==> config.mk <==
export PLATFORM = sky130hd
export DESIGN_NAME = operand_entry
export DESIGN_NICKNAME = d
export VERILOG_FILES = /design/src/rtl/operand_entry.sv
export SDC_FILE = /design/constraint.sdc
export NUM_CORES = 1
export LEC_CHECK = 0
export BUFFER_PORTS_ARGS = -buffer_cell sky130_fd_sc_hd__buf_2
export CELL_PAD_IN_SITES_DETAIL_PLACEMENT = 0
export CELL_PAD_IN_SITES_GLOBAL_PLACEMENT = 1
export CORE_ASPECT_RATIO = 0.8
export CORE_UTILIZATION = 48
export CTS_CLUSTER_DIAMETER = 200
export DETAILED_ROUTE_END_ITERATION = 10
export PLACE_DENSITY_LB_ADDON = 0.1
export SLEW_MARGIN = 10
export SYNTH_ARGS = -nofsm -noshare
export SYNTH_HDL_FRONTEND = slang
export SYNTH_SLANG_ARGS = --single-unit
==> constraint.sdc <==
create_clock -name clk -period 5.2 [get_ports clk]
set_clock_uncertainty 0.05 [all_clocks]
set_input_delay 0.26 -clock clk [delete_from_list [all_inputs] [get_ports clk]]
set_output_delay 0.26 -clock clk [all_outputs]
set_load 0.1 [all_outputs]
==> src/rtl/operand_entry.sv <==
// operand_entry: switch/button front end for the 4-bit ALU.
// Synchronizes the raw switches and buttons, debounces the two buttons,
// converts sign+magnitude entries to two's complement, and steps through
// A -> B -> opcode -> READY on each debounced "next" press.
module operand_entry #(
    parameter int SYNC_STAGES = 2,
    parameter int DB_CYCLES   = 16
) (
    input  logic       clk,
    input  logic       rst,
    input  logic [3:0] sw,
    input  logic       sw_neg,
    input  logic       btn_next,
    input  logic       btn_clr,
    output logic [3:0] A,
    output logic [3:0] B,
    output logic [2:0] opc,
    output logic       valid,
    output logic       err,
    output logic [1:0] phase
);

    localparam int CNT_W = $clog2(DB_CYCLES + 1);

    localparam logic [1:0] ST_ENTER_A  = 2'd0;
    localparam logic [1:0] ST_ENTER_B  = 2'd1;
    localparam logic [1:0] ST_ENTER_OP = 2'd2;
    localparam logic [1:0] ST_READY    = 2'd3;

    // Raw inputs packed as {btn_clr, btn_next, sw_neg, sw[3:0]}
    logic [6:0] raw;
    logic [6:0] sync_q [SYNC_STAGES];

    logic [3:0] sw_s;
    logic       neg_s;
    logic [1:0] btn_s;            // [0]=next, [1]=clr

    logic [CNT_W-1:0] cnt_q [2];
    logic [CNT_W-1:0] cnt_d [2];
    logic [1:0]       db_q, db_d;
    logic [1:0]       press_q, press_d;

    logic [1:0] phase_q, phase_d;
    logic [3:0] a_q, a_d, b_q, b_d;
    logic [2:0] opc_q, opc_d;
    logic       valid_q, valid_d;
    logic       err_q, err_d;

    logic [3:0] conv_val;
    logic       conv_legal;

    // Sign+magnitude to two's complement; legal range is -8..+7.
    function automatic logic [4:0] convert(input logic [3:0] m, input logic s);
        logic [3:0] neg_m;
        logic       legal;
        neg_m = ~m + 4'd1;
        legal = s ? (m <= 4'd8) : (m <= 4'd7);
        return {legal, (s ? neg_m : m)};
    endfunction

    assign raw   = {btn_clr, btn_next, sw_neg, sw};
    assign sw_s  = sync_q[SYNC_STAGES-1][3:0];
    assign neg_s = sync_q[SYNC_STAGES-1][4];
    assign btn_s = sync_q[SYNC_STAGES-1][6:5];

    assign {conv_legal, conv_val} = convert(sw_s, neg_s);

    // Multi-flop synchronizer chain for every raw input bit
    always_ff @(posedge clk or posedge rst) begin
        if (rst) begin
            for (int i = 0; i < SYNC_STAGES; i++) sync_q[i] <= '0;
        end else begin
            sync_q[0] <= raw;
            for (int i = 1; i < SYNC_STAGES; i++) sync_q[i] <= sync_q[i-1];
        end
    end

    // Debounce: a level change is accepted after DB_CYCLES stable cycles;
    // only an accepted 0->1 change produces a one-cycle press.
    always_comb begin
        for (int i = 0; i < 2; i++) begin
            cnt_d[i]   = '0;
            db_d[i]    = db_q[i];
            press_d[i] = 1'b0;
            if (btn_s[i] != db_q[i]) begin
                if (cnt_q[i] == CNT_W'(DB_CYCLES - 1)) begin
                    db_d[i]    = btn_s[i];
                    press_d[i] = btn_s[i];
                end else begin
                    cnt_d[i] = cnt_q[i] + 1'b1;
                end
            end
        end
    end

    // Debounce state registers
    always_ff @(posedge clk or posedge rst) begin
        if (rst) begin
            cnt_q[0] <= '0;
            cnt_q[1] <= '0;
            db_q     <= '0;
            press_q  <= '0;
        end else begin
            cnt_q[0] <= cnt_d[0];
            cnt_q[1] <= cnt_d[1];
            db_q     <= db_d;
            press_q  <= press_d;
        end
    end

    // Entry sequencer; a clear press overrides a simultaneous next press
    always_comb begin
        phase_d = phase_q;
        a_d     = a_q;
        b_d     = b_q;
        opc_d   = opc_q;
        valid_d = valid_q;
        err_d   = err_q;
        if (press_q[1]) begin
            phase_d = ST_ENTER_A;
            a_d     = 4'd0;
            b_d     = 4'd0;
            opc_d   = 3'd0;
            valid_d = 1'b0;
            err_d   = 1'b0;
        end else if (press_q[0]) begin
            case (phase_q)
                ST_ENTER_A: begin
                    if (conv_legal) begin
                        a_d     = conv_val;
                        err_d   = 1'b0;
                        phase_d = ST_ENTER_B;
                    end else begin
                        err_d = 1'b1;
                    end
                end
                ST_ENTER_B: begin
                    if (conv_legal) begin
                        b_d     = conv_val;
                        err_d   = 1'b0;
                        phase_d = ST_ENTER_OP;
                    end else begin
                        err_d = 1'b1;
                    end
                end
                ST_ENTER_OP: begin
                    opc_d   = sw_s[2:0];
                    err_d   = 1'b0;
                    valid_d = 1'b1;
                    phase_d = ST_READY;
                end
                default: begin
                    valid_d = 1'b0;
                    phase_d = ST_ENTER_A;
                end
            endcase
        end
    end

    // Registered outputs
    always_ff @(posedge clk or posedge rst) begin
        if (rst) begin
            phase_q <= ST_ENTER_A;
            a_q     <= 4'd0;
            b_q     <= 4'd0;
            opc_q   <= 3'd0;
            valid_q <= 1'b0;
            err_q   <= 1'b0;
        end else begin
            phase_q <= phase_d;
            a_q     <= a_d;
            b_q     <= b_d;
            opc_q   <= opc_d;
            valid_q <= valid_d;
            err_q   <= err_d;
        end
    end

    assign A     = a_q;
    assign B     = b_q;
    assign opc   = opc_q;
    assign valid = valid_q;
    assign err   = err_q;
    assign phase = phase_q;

endmodule

==> results.sh, run 1 <==
export IMPL_status="complete, no violations"
export IMPL_synth_compound_area_share=0.0733
export IMPL_ir_drop_mv=0.179
export IMPL_vias_per_cell=5.08
export IMPL_synth_nets=160
export IMPL_synthDistinctLibCells=30
export IMPL_pin_count=24
export IMPL_period_minus_slack_ns=1.83
export IMPL_ys_warn_count=0
export IMPL_synth_edf_count=0
export IMPL_design_area_sq_mm=0.00197
export IMPL_synth_xor_area_frac=0.0356
export IMPL_gp_congestion=0.696
export IMPL_grt_max_degree=44
export IMPL_synth_simple_area_share=0.152
export IMPL_h_tree_depth=2
export IMPL_start_kind="register"
export IMPL_hpwlAfterDp_um=1870
export IMPL_drv_slew=0
export IMPL_tns_ns=0
export IMPL_max_clock_freq_ghz=0.548
export IMPL_syn_area_per_cell_sq_um=12.0
export IMPL_crit_type="reg2reg"
export IMPL_crit_slowest_cell="dfrtp_1"
export IMPL_synth_top_family_by_area="simple AND/OR/NAND/NOR gates"
export IMPL_post_cts_resized=0
export IMPL_clk_pin_slew_ns=0.08
export IMPL_slew_headroom=0.633
export IMPL_ant_nets=0
export IMPL_wl_per_cell_um=12.0
export IMPL_holdBufCountCts=0
export IMPL_synth_area_sq_mm=0.00172
export IMPL_first_pass_iters=4
export IMPL_max_stage_delay_ns=0.43
export IMPL_grt_pass1_wl_um=4400
export IMPL_die_area_sq_mm=0.00384
export IMPL_ys_ff_latch=43
export IMPL_area_growth_pct=14.2
export IMPL_maxCapViolCount=0
export IMPL_rsz0062_at_grt="false"
export IMPL_diodes=0
export IMPL_worst_slew_pin_slew_ns=0.551
export IMPL_p_total_w=0.000569
export IMPL_grt_overflow_total=0
export IMPL_drive_above_1_share=0.209
export IMPL_cp_max_fo=5
export IMPL_cts_made_buffers=5
export IMPL_final_setup_viol_count=0
export IMPL_hold_path_class="in2async"
export IMPL_synth_yosys_seq_area_share=0.624
export IMPL_die_w_um=69.0
export IMPL_report_final_hold_viol_count=0
export IMPL_fp_coreArea_sq_mm=0.00342
export IMPL_crit_required_ns=5.36
export IMPL_cts_root_buf="clkbuf_8"
export IMPL_async_reset_ff_frac=1.00
export IMPL_cts_tree="built"
export IMPL_dpl_cell_area_sq_mm=0.00189
export IMPL_fp_row_count=19
export IMPL_end_kind="register"
export IMPL_via_count=1087
export IMPL_grt_pass1_vias=1009
export IMPL_routed_wl_um=2560
export IMPL_port_buffers=23
export IMPL_drc=0
export IMPL_synth_ff_type="dfrtp_1"
export IMPL_die_h_um=55.6
export IMPL_synth_adder_area_share=0.0508
export IMPL_period_share=0.351
export IMPL_dp_cells=207
export IMPL_final_cells=214
export IMPL_antenna_found_initial=0
export IMPL_leakage_nw=1.04
export IMPL_cts_max_path_buffers=2
export IMPL_drtIter0Drc=54
export IMPL_power_density_mw_per_mm2=289
export IMPL_post_cts_setup_buffers=0
export IMPL_grt_usage=0.147
export IMPL_clock_latency_ns=0.28
export IMPL_synth_cells=144
export IMPL_initial_core_util=0.504
export IMPL_crit_chain="inv_1 -> ha_1 -> o21a_1 -> a21bo_1 -> or3_1 -> a21oi_2"
export IMPL_synthMuxAreaShare=0.0421
export IMPL_crit_arrival_ns=1.99
export IMPL_nets=188
export IMPL_cts_sinks=43
[layout by cell type, fill, tap and decap left out, drive strengths merged]
master and count:
a21o 3, xor2 6, or3 1, nand2b 1
inv 7, ha 7, or2 1, buf 24
xnor2 1, nor2 18, nor4b 2, mux2i 5
nand4b 1, nand3b 1, mux2 2, a21bo 1
o21ai 2, clkbuf 5, dfrtp 43, a21oi 7
nor3b 2, nand2 10, nor2b 1, nand3 8
and2 2, o21a 1, nor3 1, a211oi 5
clkinv 2, and3 2
[where the power goes]
group	leakage, nW	total, W	internal [W]	switching [W]
registers	0.563	0.000351	0.000343	0.00000709
clock network	0.0440	0.000195	0.0000917	0.000104
logic	0.431	0.0000234	0.00000972	0.0000137
[cell usage after synthesis, types with 3 or more instances]
cell,number,area share
nand3_1,8,0.023
nor2_1,18,0.039
a21o_1,3,0.013
xor2_1,6,0.030
a21oi_1,6,0.017
dfrtp_1,43,0.62
a211oi_1,5,0.022
nand2_1,10,0.022
mux2i_1,5,0.029
inv_1,7,0.015
ha_1,7,0.051
[kinds of logic after synthesis]
family	Yosys count
adder cells (fa/ha/maj)	7
flip-flops	43
AO/OA/AOI/OAI	19
AND/OR/NAND/NOR	51
multiplexers	7
XOR/XNOR	7
buffers and inverters	10
[worst max-delay path: cells and delay by family (launching register included)]
kind	cells	cell delay (ns)
adders and majority gates	1	0.26
AOI/OAI and AO/OA	3	0.55
buffers and inverters	1	0.09
and+or+nand+nor	1	0.37
DFF	1	0.43
[routing by layer]
metal / GRT usage / up-vias / share of wire
met5: 0 / - / 0
met1: 0.179 / 513 / 0.48
met2: 0.244 / 27 / 0.47
met4: 0.0612 / 0 / 0.012
met3: 0.0453 / 4 / 0.047
li1: - / 543 / -
[cell type report]
class	count	area [sq um]
flip-flops and latches	43	1080
clock inverters	2	13.8
multi-input cells	91	609
repair buffers	24	123
well taps	42	52.6
clock buffers	5	68.8
inverters	7	26.3
fillers	301	1450
[registers in the layout (all words and copies together) (netlist names)]
register / cells
press_q: 2
sw_s: 4
btn_s: 2
err: 1
db_q: 2
valid: 1
B: 4
opc: 3
sync_q: 7
neg_s: 1
phase: 2
cnt_q: 10
A: 4
[worst paths after layout]
check / depth (start not counted) / slack, ns / end / from
worst max-delay path: 6 / 3.37 / phase[0] / phase[0]
worst min-delay path: 3 / 0.03 / sync_q[12] / rst
worst max register to register: 6 / 3.37 / phase[0] / phase[0]
worst min register to register: 0 / 0.30 / btn_s[1] / sync_q[13]
max in group asynchronous: 3 / 4.72 / A[2] / rst
min in group clk: 1 / 0.03 / sync_q[11] / sw_neg
[stage by stage]
step	worst slack (ns)	util	hold WS, ns
global placement	3.44	0.551	0.285
detailed placement	3.40	0.551	0.287
finish	3.37	0.575	0.0269
floorplan	2.82	-	0.241
CTS	3.38	0.575	0.0148
global route	3.29	0.575	0.00734
(Power assumes the default switching activity.)
==> run 2: changes to the inputs <==
--- a/config.mk
+++ b/config.mk
@@ -5,11 +5,12 @@
 export SDC_FILE = /design/constraint.sdc
 export NUM_CORES = 1
 export LEC_CHECK = 0
+export ABC_AREA = 1
 export BUFFER_PORTS_ARGS = -buffer_cell sky130_fd_sc_hd__buf_2
 export CELL_PAD_IN_SITES_DETAIL_PLACEMENT = 0
 export CELL_PAD_IN_SITES_GLOBAL_PLACEMENT = 1
 export CORE_ASPECT_RATIO = 0.8
-export CORE_UTILIZATION = 48
+export CORE_UTILIZATION = 43
 export CTS_CLUSTER_DIAMETER = 200
 export DETAILED_ROUTE_END_ITERATION = 10
 export PLACE_DENSITY_LB_ADDON = 0.1
==> constraint.sdc (replaced) <==
create_clock -name clk -period 1.7 [get_ports clk]
set_clock_uncertainty 0.05 [all_clocks]
set_input_delay 0.085 -clock clk [delete_from_list [all_inputs] [get_ports clk]]
set_output_delay 0.085 -clock clk [all_outputs]
set_load 0.1 [all_outputs]
==> run 2 against run 1 <==
First-iteration DRC count is 67% higher. Largest cell class unchanged. Global-route usage is 1.5 points higher. Die area is 11% higher. Setup slack worse by 3.1 ns. Critical endpoint unchanged. Critical path type unchanged. Fmax is 24% higher. Worst hold slack better by 0.28 ns. Clock-buffer cell count is 1 higher. Area after synthesis is 0.22% higher.
==> results.sh, run 2 <==
export IMPL_pin_count=24
export IMPL_final_cells=270
export IMPL_register_area_sq_mm=0.00108
export IMPL_die_h_um=58.7
export IMPL_clk_pin_slew_ns=0.09
export IMPL_power_density_mw_per_mm2=879
export IMPL_cts_root_buf="clkbuf_8"
export IMPL_use_met1=0.208
export IMPL_gp_congestion=0.837
export IMPL_syn_area_per_cell_sq_um=9.82
export IMPL_synth_nets=192
export IMPL_final_cell_mix="nand2_1, dfrtp_1, buf_2"
export IMPL_drc=0
export IMPL_crit_family="flip-flops"
export IMPL_die_w_um=72.9
export IMPL_hpwlAfterDp_um=2040
export IMPL_hold_path_class="reg2reg"
export IMPL_top_usage_layer="met2"
export IMPL_yosysTopAreaCell="dfrtp_1"
export IMPL_tns_ns=0
export IMPL_via_count=1235
export IMPL_synth_area_sq_mm=0.00173
export IMPL_multi_input_area_sq_um=569
export IMPL_first_pass_iters=4
export IMPL_port_buffers=23
export IMPL_vias_per_cell=4.57
export IMPL_nets=230
export IMPL_end_kind="register"
export IMPL_synth_cells=176
export IMPL_clock_latency_ns=0.29
export IMPL_cp_max_fo=4
export IMPL_crit_buf_inv=1
export IMPL_ir_drop_mv=0.853
export IMPL_routed_wl_um=2830
export IMPL_largestRegisters="cnt_q: 10 flops, sync_q: 7 flops"
export IMPL_post_cts_resized=0
export IMPL_largest_reg_flops=10
export IMPL_synth_most_common_cell="nand2_1"
export IMPL_grt_pass1_vias=1240
export IMPL_grt_max_degree=44
export IMPL_antenna_found_initial=0
export IMPL_cts_tree="built"
export IMPL_ys_ff_latch=43
export IMPL_layout_commonest_cell="nand2_1"
export IMPL_cts_sinks=43
export IMPL_period_minus_slack_ns=1.48
export IMPL_worst_slew_pin_slew_ns=0.492
export IMPL_p_total_w=0.00185
export IMPL_ys_top_cells_by_area="dfrtp_1, nand2_1, ha_1, inv_1, nor2_1"
export IMPL_slew_headroom=0.674
export IMPL_final_setup_viol_count=0
export IMPL_area_growth_pct=21.7
export IMPL_grt_usage=0.162
export IMPL_synth_common_cells="nand2_1, dfrtp_1, inv_1"
export IMPL_cts_made_buffers=5
export IMPL_wl_per_cell_um=10.5
export IMPL_initial_core_util=0.451
export IMPL_regMostFlops="cnt_q"
export IMPL_fp_row_count=20
export IMPL_fillers=321
export IMPL_drv_slew=0
export IMPL_maxCapViolCount=0
export IMPL_crit_arrival_ns=1.61
export IMPL_max_stage_delay_ns=0.44
export IMPL_synthDistinctLibCells=17
export IMPL_globalRouteMet2Util=0.260
export IMPL_crit_chain="inv_1 -> ha_1 -> nor2_1 -> a21oi_1 -> nand2_1 -> nand2_1 -> o21ai_0"
export IMPL_grt_overflow_total=0
export IMPL_dp_cells=254
export IMPL_crit_type="reg2reg"
export IMPL_leakage_nw=1.10
export IMPL_drive_above_1_share=0.191
export IMPL_cts_max_path_buffers=2
export IMPL_ys_warn_count=0
export IMPL_report_final_hold_viol_count=0
export IMPL_status="complete, no violations"
export IMPL_drtIter0Drc=90
export IMPL_post_cts_setup_buffers=0
export IMPL_period_share=0.868
export IMPL_synth_top_area_frac=0.623
export IMPL_use_met3=0.0497
export IMPL_ant_nets=0
export IMPL_synth_edf_count=0
export IMPL_grt_pass1_wl_um=5160
export IMPL_max_clock_freq_ghz=0.678
export IMPL_start_kind="register"
export IMPL_crit_required_ns=1.83
export IMPL_h_tree_depth=2
export IMPL_holdBufCountCts=8
export IMPL_synth_yosys_seq_area_share=0.623
export IMPL_crit_top_cell="nand2_1"
export IMPL_crit_slowest_cell="dfrtp_2"
export IMPL_fp_coreArea_sq_mm=0.00383
export IMPL_diodes=0
export IMPL_rsz0062_at_grt="false"
export IMPL_die_area_sq_mm=0.00428
export IMPL_async_reset_ff_frac=1.00
export IMPL_synth_ff_type="dfrtp_1"
-- run 2: stage by stage --
step                area, sq um   util  hold WS, ns  setup WS [ns]
floorplan                  1730      -       0.0664         0.0417
global placement           1920  0.502        0.105          0.239
detailed placement         1920  0.502        0.115          0.215
CTS                        2100  0.549        0.313          0.197
global route               2100  0.549        0.318         0.0207
finish                     2100  0.549        0.303          0.225
-- run 2: worst paths after layout --
path,from,to,slack [ns],depth (start not counted)
max in group asynchronous,rst,phase[0],1.06,4
max reg2reg,phase[0],phase[0],0.22,7
min reg2reg,sync_q[8],sw_s[1],0.30,0
max,phase[0],phase[0],0.22,7
min in group asynchronous,rst,sw_s[1],0.34,4
min,sync_q[8],sw_s[1],0.30,0
-- run 2: logic make-up after synthesis --
logic type,after synthesis,synth area share
simple gates,85,0.204
flops,43,0.623
buf+inv,20,0.0478
compound gates,17,0.0543
fa+ha+maj,7,0.0507
xor+xnor,4,0.0203
-- run 2: layout make-up --
cell class                 count  area share
sequential                    43       0.513
inverter                      19      0.0339
timing repair buffer          32       0.102
tap                           55      0.0327
clock buffer                   6      0.0393
multi-input combinational    113       0.271
clock inverter                 2     0.00774
-- run 2: routing by layer --
layer | vias to the layer above | wire, um
met5 | - | 0
met4 | 0 | 30
met3 | 4 | 114
met2 | 25 | 1260
met1 | 575 | 1430
li1 | 631 | -
-- run 2: where the power goes --
part	switching [W]	internal (W)
Combinational	0.0000544	0.0000411
Sequential	0.0000177	0.00105
Clock	0.000354	0.000332
Total	0.000426	0.00142
-- run 2: worst register-to-register path, delay by kind of cell, from the launching register on --
family                   cells  cell delay [ns]
AND/OR/NAND/NOR              3             0.28
buffers and inverters        1             0.10
AO/OA/AOI/OAI                2             0.30
flip-flops                   1             0.44
adder cells (fa/ha/maj)      1             0.20
